[src/rtl/parking_sensor_conditioner_pkg.sv]
// Shared constants for the parking-lot gate sensor front end.
package parking_pkg;

    // Cycles a new synchronized level must hold before the clean output follows it.
    localparam int DEBOUNCE_CYCLES_DEFAULT = 4;

    // Cycles a clean level may stay high before the stuck-sensor flag is raised.
    localparam int STUCK_CYCLES_DEFAULT = 1_000_000;

    // Width of the saturating stuck-sensor counter.
    localparam int STUCK_CNT_W = 24;

endpackage

[src/rtl/parking_sensor_conditioner_if.sv]
// Bundles the raw sensor levels and the conditioned outputs of both gate sensors.
interface parking_sensor_conditioner_if;

    logic a_raw;
    logic b_raw;
    logic a_clean;
    logic b_clean;
    logic a_fault;
    logic b_fault;

    // Sensor side: drives the raw switch levels and observes the conditioned results.
    modport master (
        output a_raw,
        output b_raw,
        input  a_clean,
        input  b_clean,
        input  a_fault,
        input  b_fault
    );

    // Conditioner side.
    modport slave (
        input  a_raw,
        input  b_raw,
        output a_clean,
        output b_clean,
        output a_fault,
        output b_fault
    );

endinterface

[src/rtl/parking_sensor_conditioner_channel.sv]
// One gate sensor: two-flop synchronizer, debounce filter and stuck-high detector.
module sensor_channel
    import parking_pkg::*;
#(
    parameter int DEBOUNCE_CYCLES = DEBOUNCE_CYCLES_DEFAULT,
    parameter int STUCK_CYCLES    = STUCK_CYCLES_DEFAULT
) (
    input  logic clock,
    input  logic reset,
    input  logic raw,
    output logic clean,
    output logic fault
);

    localparam int DW = $clog2(DEBOUNCE_CYCLES + 1);
    localparam logic [DW-1:0] DCNT_LAST = DW'(DEBOUNCE_CYCLES - 1);
    localparam logic [STUCK_CNT_W-1:0] SCNT_LAST = STUCK_CNT_W'(STUCK_CYCLES - 1);

    logic                   s1;
    logic                   s2;
    logic [DW-1:0]          dcnt;
    logic [STUCK_CNT_W-1:0] scnt;

    // Bring the asynchronous switch level into the clock domain; only s2 is used.
    always_ff @(posedge clock) begin
        if (reset) begin
            s1 <= 1'b0;
            s2 <= 1'b0;
        end else begin
            s1 <= raw;
            s2 <= s1;
        end
    end

    // Adopt a new level only after it differs from clean for DEBOUNCE_CYCLES
    // consecutive cycles; any return to the clean level restarts the count.
    always_ff @(posedge clock) begin
        if (reset) begin
            dcnt  <= '0;
            clean <= 1'b0;
        end else if (s2 == clean) begin
            dcnt <= '0;
        end else if (dcnt == DCNT_LAST) begin
            clean <= s2;
            dcnt  <= '0;
        end else begin
            dcnt <= dcnt + DW'(1);
        end
    end

    // Count how long clean has been high; saturate and flag once the limit is hit.
    // The flag is purely informational and never touches clean.
    always_ff @(posedge clock) begin
        if (reset) begin
            scnt  <= '0;
            fault <= 1'b0;
        end else if (!clean) begin
            scnt  <= '0;
            fault <= 1'b0;
        end else if (scnt == SCNT_LAST) begin
            fault <= 1'b1;
        end else begin
            scnt <= scnt + STUCK_CNT_W'(1);
        end
    end

endmodule

[src/rtl/parking_sensor_conditioner.sv]
// Conditions the two gate sensors feeding the parking-lot entry/exit FSM.
// Channels are independent; this level only wires two channel instances.
module parking_sensor_conditioner
    import parking_pkg::*;
#(
    parameter int DEBOUNCE_CYCLES = DEBOUNCE_CYCLES_DEFAULT,
    parameter int STUCK_CYCLES    = STUCK_CYCLES_DEFAULT
) (
    input  logic                          clock,
    input  logic                          reset,
    parking_sensor_conditioner_if.slave   sens
);

    sensor_channel #(
        .DEBOUNCE_CYCLES (DEBOUNCE_CYCLES),
        .STUCK_CYCLES    (STUCK_CYCLES)
    ) u_chan_a (
        .clock (clock),
        .reset (reset),
        .raw   (sens.a_raw),
        .clean (sens.a_clean),
        .fault (sens.a_fault)
    );

    sensor_channel #(
        .DEBOUNCE_CYCLES (DEBOUNCE_CYCLES),
        .STUCK_CYCLES    (STUCK_CYCLES)
    ) u_chan_b (
        .clock (clock),
        .reset (reset),
        .raw   (sens.b_raw),
        .clean (sens.b_clean),
        .fault (sens.b_fault)
    );

endmodule

[src/flat_wrapper.sv]
// flat-port wrapper written by rule: the top's interface ports become plain ports
module parking_sensor_conditioner_flat import parking_pkg::*;
#(
    parameter int DEBOUNCE_CYCLES = DEBOUNCE_CYCLES_DEFAULT,
    parameter int STUCK_CYCLES    = STUCK_CYCLES_DEFAULT
)
  (clock, reset, sens_a_raw, sens_b_raw, sens_a_clean, sens_b_clean, sens_a_fault, sens_b_fault);
  parking_sensor_conditioner_if sens_i ();
  input  logic clock;
  input  logic reset;
  input wire logic [$bits(sens_i.a_raw)-1:0] sens_a_raw;
  input wire logic [$bits(sens_i.b_raw)-1:0] sens_b_raw;
  output wire logic [$bits(sens_i.a_clean)-1:0] sens_a_clean;
  output wire logic [$bits(sens_i.b_clean)-1:0] sens_b_clean;
  output wire logic [$bits(sens_i.a_fault)-1:0] sens_a_fault;
  output wire logic [$bits(sens_i.b_fault)-1:0] sens_b_fault;
  assign sens_i.a_raw = sens_a_raw;
  assign sens_i.b_raw = sens_b_raw;
  assign sens_a_clean = sens_i.a_clean;
  assign sens_b_clean = sens_i.b_clean;
  assign sens_a_fault = sens_i.a_fault;
  assign sens_b_fault = sens_i.b_fault;
  parking_sensor_conditioner #(.DEBOUNCE_CYCLES(DEBOUNCE_CYCLES), .STUCK_CYCLES(STUCK_CYCLES)) u_core (.clock(clock), .reset(reset), .sens(sens_i));
endmodule
[config.mk]
export PLATFORM = sky130hd
export DESIGN_NAME = parking_sensor_conditioner_flat
export DESIGN_NICKNAME = d
export VERILOG_FILES = /design/src/rtl/parking_sensor_conditioner_pkg.sv /design/src/rtl/parking_sensor_conditioner_if.sv /design/src/rtl/parking_sensor_conditioner_channel.sv /design/src/rtl/parking_sensor_conditioner.sv /design/src/flat_wrapper.sv
export SDC_FILE = /design/constraint.sdc
export NUM_CORES = 1
export LEC_CHECK = 0
export ABC_AREA = 1
export CORE_ASPECT_RATIO = 2
export CORE_MARGIN = 10
export CORE_UTILIZATION = 25
export CTS_CLUSTER_DIAMETER = 200
export DETAILED_ROUTE_END_ITERATION = 8
export HOLD_SLACK_MARGIN = 0.02
export PLACE_DENSITY = 0.51
export SLEW_MARGIN = 20
export SYNTH_ARGS = -nofsm -noshare
export SYNTH_HDL_FRONTEND = slang
export SYNTH_SLANG_ARGS = --single-unit
[constraint.sdc]
create_clock -name clock -period 1.4 [get_ports clock]
set_clock_uncertainty 0.15 [all_clocks]
set_input_delay 0.28 -clock clock [delete_from_list [all_inputs] [get_ports clock]]
set_output_delay 0.28 -clock clock [all_outputs]
set_load 0.005 [all_outputs]
==> summary.txt, run 1 <==
Route
  – Wire length per cell: 12.3 um
  – Iter 0 DRT Violations: 85
  – Total wire length: 9080 um
  – Post-route ant nets: 0
  – Drt drc: 0
  – Pre-Repair DR Iteration Count: 4
  – Via count: 3309
  – Via density: 4.48

Synthesis
  – Mapped Cells: 466
  – #FFs+latches synth: 62
  – Synthesized Nets: 476
  – Warning count from the yosys run: 0
  – Count leader, synth: nand2_1
  – Area leader, netlist: dfxtp_1
  – Post-synth top area share: 40.4%
  – Seq/Total Area, Yosys: 40.4%
  – Syn Area/Cell: 6.59 sq um
  – Cell Area, Synth: 3070 sq um
  – Share of flip-flops with an asynchronous set or reset: 0%
  – Most common library cells after synthesis: nand2_1 (116), nor2_1 (96), dfxtp_1 (62), inv_1 (61), a21oi_1 (39)
  – EDFF count, synth: 0
  – Main synth FF type: dfxtp_1
  – Synth area leaders: dfxtp_1 (40%), nand2_1 (14%), nor2_1 (12%), inv_1 (7.5%), a21oi_1 (6.4%)
  – Synth cell types: 24

Clock tree
  – Reg clk slew, reported paths: 0.06 ns
  – Clock Tree Buf Depth: 2
  – CTS tree: built
  – Clock Sink Count: 62
  – Root buf cell: clkbuf_16
  – CTS Hold Bufs: 0
  – H-tree levels: 3
  – Worst skew pair latency: 0.33 ns
  – Num CTS Buffers: 9

Place
  – Number of buffers added on ports: 7
  – Placed cell area: 4020 sq um
  – Post-place setup slack: -0.182 ns
  – Routability Congestion: 0.850
  – Inst Count DP: 705
  – Post-DP HPWL: 6640 um

Cells and area
  – Final nets: 597
  – Final std cells w/o fill: 739
  – # diodes: 0
  – Post-route core utilization: 41.3%
  – Final Cell Area: 5010 sq um
  – Layout Area Growth over Synthesis: 63.0%
  – Share of layout cells above drive strength 1: 44.4%

Critical path
  – Startpoint types: register
  – CP Capture Type: register
  – Critical-path maximum fanout: 4
  – Setup slack, reg-to-reg: -0.08 ns
  – CP Class: register to register
  – Required time worst endpoint: 1.48 ns
  – Critical path arrival: 1.57 ns

STA
  – Hold_ws: 0.255 ns
  – RSZ-0062 raised after global routing: yes
  – Final Critical Period: 1.48 ns
  – Final setup vio count: 12
  – Slew margin rel.: 81.7%
  – Hold Fails Final Rpt: 0
  – Worst-Margin Slew: 0.273 ns
  – PnR worst setup slack: -0.0842 ns
  – Max frequency: 674 MHz
  – Final Cycle Share: 106%
  – Final Max Tran Viols: 0

Die
  – Die H: 177 um
  – Initial core utilization: 25.3%
  – Std cell rows: 57
  – Placeable Area: 12100 sq um
  – Die area: 17400 sq um
  – Io pins: 8
  – DIE WIDTH: 98.4 um

Job
  – Max cap viols: 0

Global routing
  – First-pass GRT wire length: 14200 um
  – Initial antenna violation count: 0
  – Gr usage total: 9.95%
  – Largest net degree at the start of global routing: 16
  – Vias in the first global route: 3292
  – GR Overflow Total: 0

Run status
  – Outcome: finished, violations left
  – Failing checks: negative setup slack

Min path
  – Type of the most critical hold path: register to register

Pwr
  – Leak: 0.00197 uW
  – Maximum VDD drop: 0.851 mV
  – Power per cell area: 795 nW/um^2
-- registers in the layout (all words and copies together) (netlist names) --
register               count
u_core.u_chan_a.clean      1
u_core.u_chan_a.scnt      24
u_core.u_chan_a.fault      1
u_core.u_chan_b.s1         1
u_core.u_chan_b.clean      1
u_core.u_chan_b.dcnt       3
u_core.u_chan_b.s2         1
u_core.u_chan_a.s1         1
u_core.u_chan_a.s2         1
u_core.u_chan_b.fault      1
u_core.u_chan_a.dcnt       3
u_core.u_chan_b.scnt      24
-- layout make-up --
| type | instances | area, sq um |
|---|---|---|
| Timing Repair Buffer | 113 | 942 |
| Clock buffer | 10 | 229 |
| Clock inverter | 6 | 62.6 |
| Tap cell | 147 | 184 |
| Fill cell | 1229 | 7120 |
| Multi-Input combinational cell | 339 | 2050 |
| Inverter | 62 | 240 |
| Sequential cell | 62 | 1300 |
-- metrics by stage --
step	TNS (ns)	power, uW
final	-0.445	3980
after CTS	-0.249	4050
after floorplan	0	1820
after detailed placement	-6.65	1840
after global placement	-5.23	1840
after global routing	-2.22	4110
-- logic make-up after synthesis --
group                      count (synthesis)  synth area share [%]
and+or+nand+nor                          264                  36.5
buffers and inverters                     65                  8.07
DFF                                       62                  40.4
AOI/OAI and AO/OA                         61                  10.3
xor gates and xnor gates                   8                  2.28
adders and majority gates                  6                  2.44
-- power by group --
| part | switching [uW] | internal, uW |
|---|---|---|
| combinational | 10.7 | 13.9 |
| sequential | 3.25 | 1760 |
| clock | 813 | 1370 |
| total | 827 | 3150 |
-- worst paths after layout --
| path | start | endpoint | cells past startpoint |
|---|---|---|---|
| max | u_core.u_chan_b.scnt[1]$_SDFFE_PP0P_ | u_core.u_chan_b.scnt[21]$_SDFFE_PP0P_ | 8 |
| min | u_core.u_chan_a.s1$_SDFF_PP0_ | u_core.u_chan_a.s2$_SDFF_PP0_ | 2 |
| max reg2reg | u_core.u_chan_b.scnt[1]$_SDFFE_PP0P_ | u_core.u_chan_b.scnt[21]$_SDFFE_PP0P_ | 8 |
| min reg2reg | u_core.u_chan_a.s1$_SDFF_PP0_ | u_core.u_chan_a.s2$_SDFF_PP0_ | 2 |
-- critical path, cell delays in order, from the launching register on --
cell,delay [ns]
dfxtp_2,0.35
buf_6,0.11
nand2_4,0.05
nor2_4,0.17
nand2_4,0.09
nor2_4,0.20
nand2_2,0.09
o21ai_1,0.13
nor2_1,0.05
-- repair_timing --
action / CTS / global route
resized for setup: 86 / 105
cloned: 0 / 0
endpoints found under the setup margin: 50 / 50
pin swaps: 23 / 40
setup buffers: 8 / 11
-- metal layers --
metal / wire length [um] / up-vias / share of wire [%] / track usage [%]
met5: 0 / - / 0 / 0
met4: 448 / 0 / 4.9 / 6.36
met3: 204 / 34 / 2.2 / 2.23
met2: 5420 / 43 / 60 / 20.6
met1: 3010 / 1520 / 33 / 7.76
li1: - / 1712 / - / -
-- layout by cell type, fill, tap and decap left out, types with 2 or more instances in the layout --
cell type and n:
nand3_4 6, nand2_1 86, a21oi_2 5, buf_6 18
dfxtp_2 32, or2_4 2, dfxtp_4 4, a31oi_1 4
nand2_4 9, nand3_1 12, dfxtp_1 26, inv_1 55
inv_2 3, o21ai_1 4, o21ai_2 4, a21oi_1 34
nand3_2 5, nand4_1 12, ha_1 4, xor2_1 4
clkinv_2 3, o211ai_1 2, nor2_4 23, dlygate4sd2_1 3
nor2_1 65, clkbuf_16 9, buf_4 87, nor2_2 17
clkdlybuf4s50_1 3, o21ai_0 7, nand2_2 24, clkinv_4 2
xnor2_1 3, ha_4 2, inv_4 3
Power figures use the tool's default switching activity.
==> inputs of run 2 (changes only) <==
CORE_ASPECT_RATIO = 1.75   (was 2)
==> run 2 against run 1 <==
The run still ends with negative setup slack left. Register-to-register slack improved by 0.04 ns. Routed wire length decreased by 7.7%. Sequential cell count stayed put. Highest routed layer unchanged.
==> summary.txt, run 2 (synthesis results as in run 1) <==
Run status
  – Outcome: finished, violations left (unchanged)
  – Failing checks: negative setup slack (unchanged)

Pwr
  – Power per cell area: 783 nW/um^2 (was 795 nW/um^2)
  – Leak: 0.00182 uW (was 0.00197 uW)
  – Final total power: 3800 uW (was 3980 uW)
  – Maximum VDD drop: 0.578 mV (was 0.851 mV)

Die
  – DIE WIDTH: 104 um (was 98.4 um)
  – Die H: 167 um (was 177 um)
  – Placeable Area: 12000 sq um (was 12100 sq um)
  – Initial core utilization: 25.6% (was 25.3%)
  – Die area: 17300 sq um (was 17400 sq um)
  – Io pins: 8 (unchanged)
  – Std cell rows: 53 (was 57)

STA
  – Max frequency: 691 MHz (was 674 MHz)
  – Final Critical Period: 1.45 ns (was 1.48 ns)
  – Worst-Margin Slew: 0.289 ns (was 0.273 ns)
  – Final TNS setup: -0.161 ns (was -0.445 ns)
  – Slew margin rel.: 80.7% (was 81.7%)
  – Final setup vio count: 9 (was 12)
  – RSZ-0062 raised after global routing: yes (unchanged)
  – Final Max Tran Viols: 0 (unchanged)
  – PnR worst setup slack: -0.0465 ns (was -0.0842 ns)
  – Final Cycle Share: 103% (was 106%)
  – Hold Fails Final Rpt: 0 (unchanged)

Critical path
  – Setup slack, reg-to-reg: -0.05 ns (was -0.08 ns)
  – Startpoint types: register (unchanged)
  – CP bufs+invs: 2 (was 1)
  – Slowest-stage cell, CP: dfxtp_2 (unchanged)
  – Worst R2R Path Depth: 7 (was 8)
  – CP Class: register to register (unchanged)
  – Critical-path maximum fanout: 4 (unchanged)
  – Top delay family on crit path: flip-flops (was simple AND/OR/NAND/NOR gates)
  – Reg-to-Reg Start: u_core.u_chan_b.scnt[1]$_SDFFE_PP0P_ (unchanged)
  – Required time worst endpoint: 1.47 ns (was 1.48 ns)
  – Critical path arrival: 1.51 ns (was 1.57 ns)
  – Max stage delay on crit path: 0.35 ns (about the same)
  – CP Capture Type: register (unchanged)
  – FF-to-FF End: u_core.u_chan_b.scnt[14]$_SDFFE_PP0P_ (was u_core.u_chan_b.scnt[21]$_SDFFE_PP0P_)
  – Worst-path cell chain: ha_4 > nand3_4 > inv_4 > buf_6 > nand4_1 > o21ai_1 > nor2_1 (was buf_6 > nand2_4 > nor2_4 > nand2_4 > nor2_4 > nand2_2 > o21ai_1 > nor2_1)

Global routing
  – First-pass GRT wire length: 14300 um (was 14200 um)
  – Initial antenna violation count: 0 (unchanged)
  – GR Overflow Total: 0 (unchanged)
  – Gr usage total: 10.0% (was 9.95%)
  – Vias in the first global route: 3242 (was 3292)
  – Largest net degree at the start of global routing: 16 (unchanged)

Cells and area
  – Commonest non-fill, non-tap cells in the layout: nand2_1 (91), buf_4 (75), nor2_1 (63) (was buf_4 (87), nand2_1 (86), nor2_1 (65))
  – Final nets: 583 (was 597)
  – Number of fill cells: 1224 (was 1229)
  – Top flop regs: u_core.u_chan_a.scnt: 24 flops, u_core.u_chan_b.scnt: 24 flops (unchanged)
  – Post-route core utilization: 40.4% (was 41.3%)
  – Layout Area Growth over Synthesis: 58.0% (was 63.0%)
  – Commonest non-fill, non-tap cell in the layout: nand2_1 (was buf_4)
  – # diodes: 0 (unchanged)
  – Share of layout cells above drive strength 1: 41.5% (was 44.4%)

Clock tree
  – CTS tree: built (unchanged)
  – Clock Sink Count: 62 (unchanged)
  – Reg clk slew, reported paths: 0.05 ns (was 0.06 ns)
  – Num CTS Buffers: 9 (unchanged)
  – Clock Tree Buf Depth: 2 (unchanged)
  – Worst skew pair latency: 0.33 ns (about the same)
  – Root buf cell: clkbuf_16 (unchanged)
  – H-tree levels: 3 (unchanged)

Route
  – Iter 0 DRT Violations: 112 (was 85)
  – Via count: 3185 (was 3309)
  – Drt drc: 0 (unchanged)
  – Via density: 4.29 (was 4.48)
  – Wire length per cell: 11.3 um (was 12.3 um)
  – Post-route ant nets: 0 (unchanged)
  – Pre-Repair DR Iteration Count: 4 (unchanged)
  – Total wire length: 8380 um (was 9080 um)

Min path
  – Worst Hold Depth: 2 (unchanged)
  – Type of the most critical hold path: register to register (unchanged)
  – Hold EP: u_core.u_chan_a.s2$_SDFF_PP0_ (unchanged)
  – Min-delay src: u_core.u_chan_a.s1$_SDFF_PP0_ (unchanged)

Job
  – Max cap viols: 0 (unchanged)

Place
  – Post-DP HPWL: 6180 um (was 6640 um)
  – Number of buffers added on ports: 7 (unchanged)
  – Routability Congestion: 0.805 (was 0.850)
[run 2: changes by cell type in the layout (fill, tap and decap cells not counted), moves of 3 or more]
cell,change
buf_4,-12
nand2_4,-3
a21oi_1,+3
nand2_1,+5
clkbuf_1,+4
a21oi_2,-3
[run 2: what timing repair did]
action | CTS | global route
pin swaps | 32 | 37
gates cloned | 0 | 0
hold buffers | 0 | 0
endpoints found under the setup margin | 51 | 50
gates resized for setup | 98 | 82
setup buffers | 5 | 4
[run 2: worst min-delay path, stage by stage (launching register included)]
cell and delay (ns):
dfxtp_1 0.29, inv_1 0.04, nor2_1 0.03
[run 2: power breakdown]
| part | total (uW) | leakage, uW | internal (uW) | switching, uW |
|---|---|---|---|---|
| logic | 24.3 | 0.00117 | 13.9 | 10.4 |
| clock network | 2010 | 0.000128 | 1250 | 762 |
| registers | 1760 | 0.000521 | 1760 | 3.39 |
| total | 3800 | 0.00182 | 3020 | 776 |
[run 2: through the flow]
step                      instances  hold WS [ns]  setup slack [ns]  instance area (sq um)
after detailed placement        719         0.248            -0.262                   4000
after CTS                       739         0.252           -0.0597                   4590
after floorplan                 466         0.201           0.00553                   3110
after global routing            743         0.268            -0.152                   4850
final                           743         0.249           -0.0465                   4850
after global placement          719         0.244            -0.250                   4000
[run 2: area by class of cell]
type / count / area [sq um] / share of cell area [%]
Clock inverter: 1 / 5.00 / 0.103
Multi-Input combinational cell: 339 / 2010 / 41.4
Sequential cell: 62 / 1300 / 26.8
Timing Repair Buffer: 99 / 828 / 17.1
Clock buffer: 15 / 258 / 5.31
Tap cell: 165 / 206 / 4.26
Inverter: 62 / 245 / 5.06
[run 2: metal layers]
layer | part of all wire [%] | vias to the layer above | global-route usage [%]
met4 | 3.7 | 0 | 6.14
met1 | 37 | 1447 | 9.32
met2 | 57 | 25 | 19.0
li1 | - | 1692 | -
met5 | 0 | - | 0
met3 | 1.7 | 21 | 2.40
[run 2: worst max-delay path by stage]
stage	startpoint	to	slack (ns)	cells after the start
final	u_core.u_chan_b.scnt[1]$_SDFFE_PP0P_	u_core.u_chan_b.scnt[14]$_SDFFE_PP0P_	-0.05	7
after global routing	u_core.u_chan_b.scnt[9]$_SDFFE_PP0P_	u_core.u_chan_b.scnt[22]$_SDFFE_PP0P_	-0.15	7
after CTS	u_core.u_chan_b.scnt[0]$_SDFFE_PP0P_	u_core.u_chan_b.scnt[22]$_SDFFE_PP0P_	-0.06	8
after detailed placement	reset	u_core.u_chan_a.scnt[10]$_SDFFE_PP0P_	-0.26	6
after global placement	reset	u_core.u_chan_a.scnt[10]$_SDFFE_PP0P_	-0.25	6
after floorplan	u_core.u_chan_b.scnt[0]$_SDFFE_PP0P_	u_core.u_chan_b.scnt[18]$_SDFFE_PP0P_	0.006	8
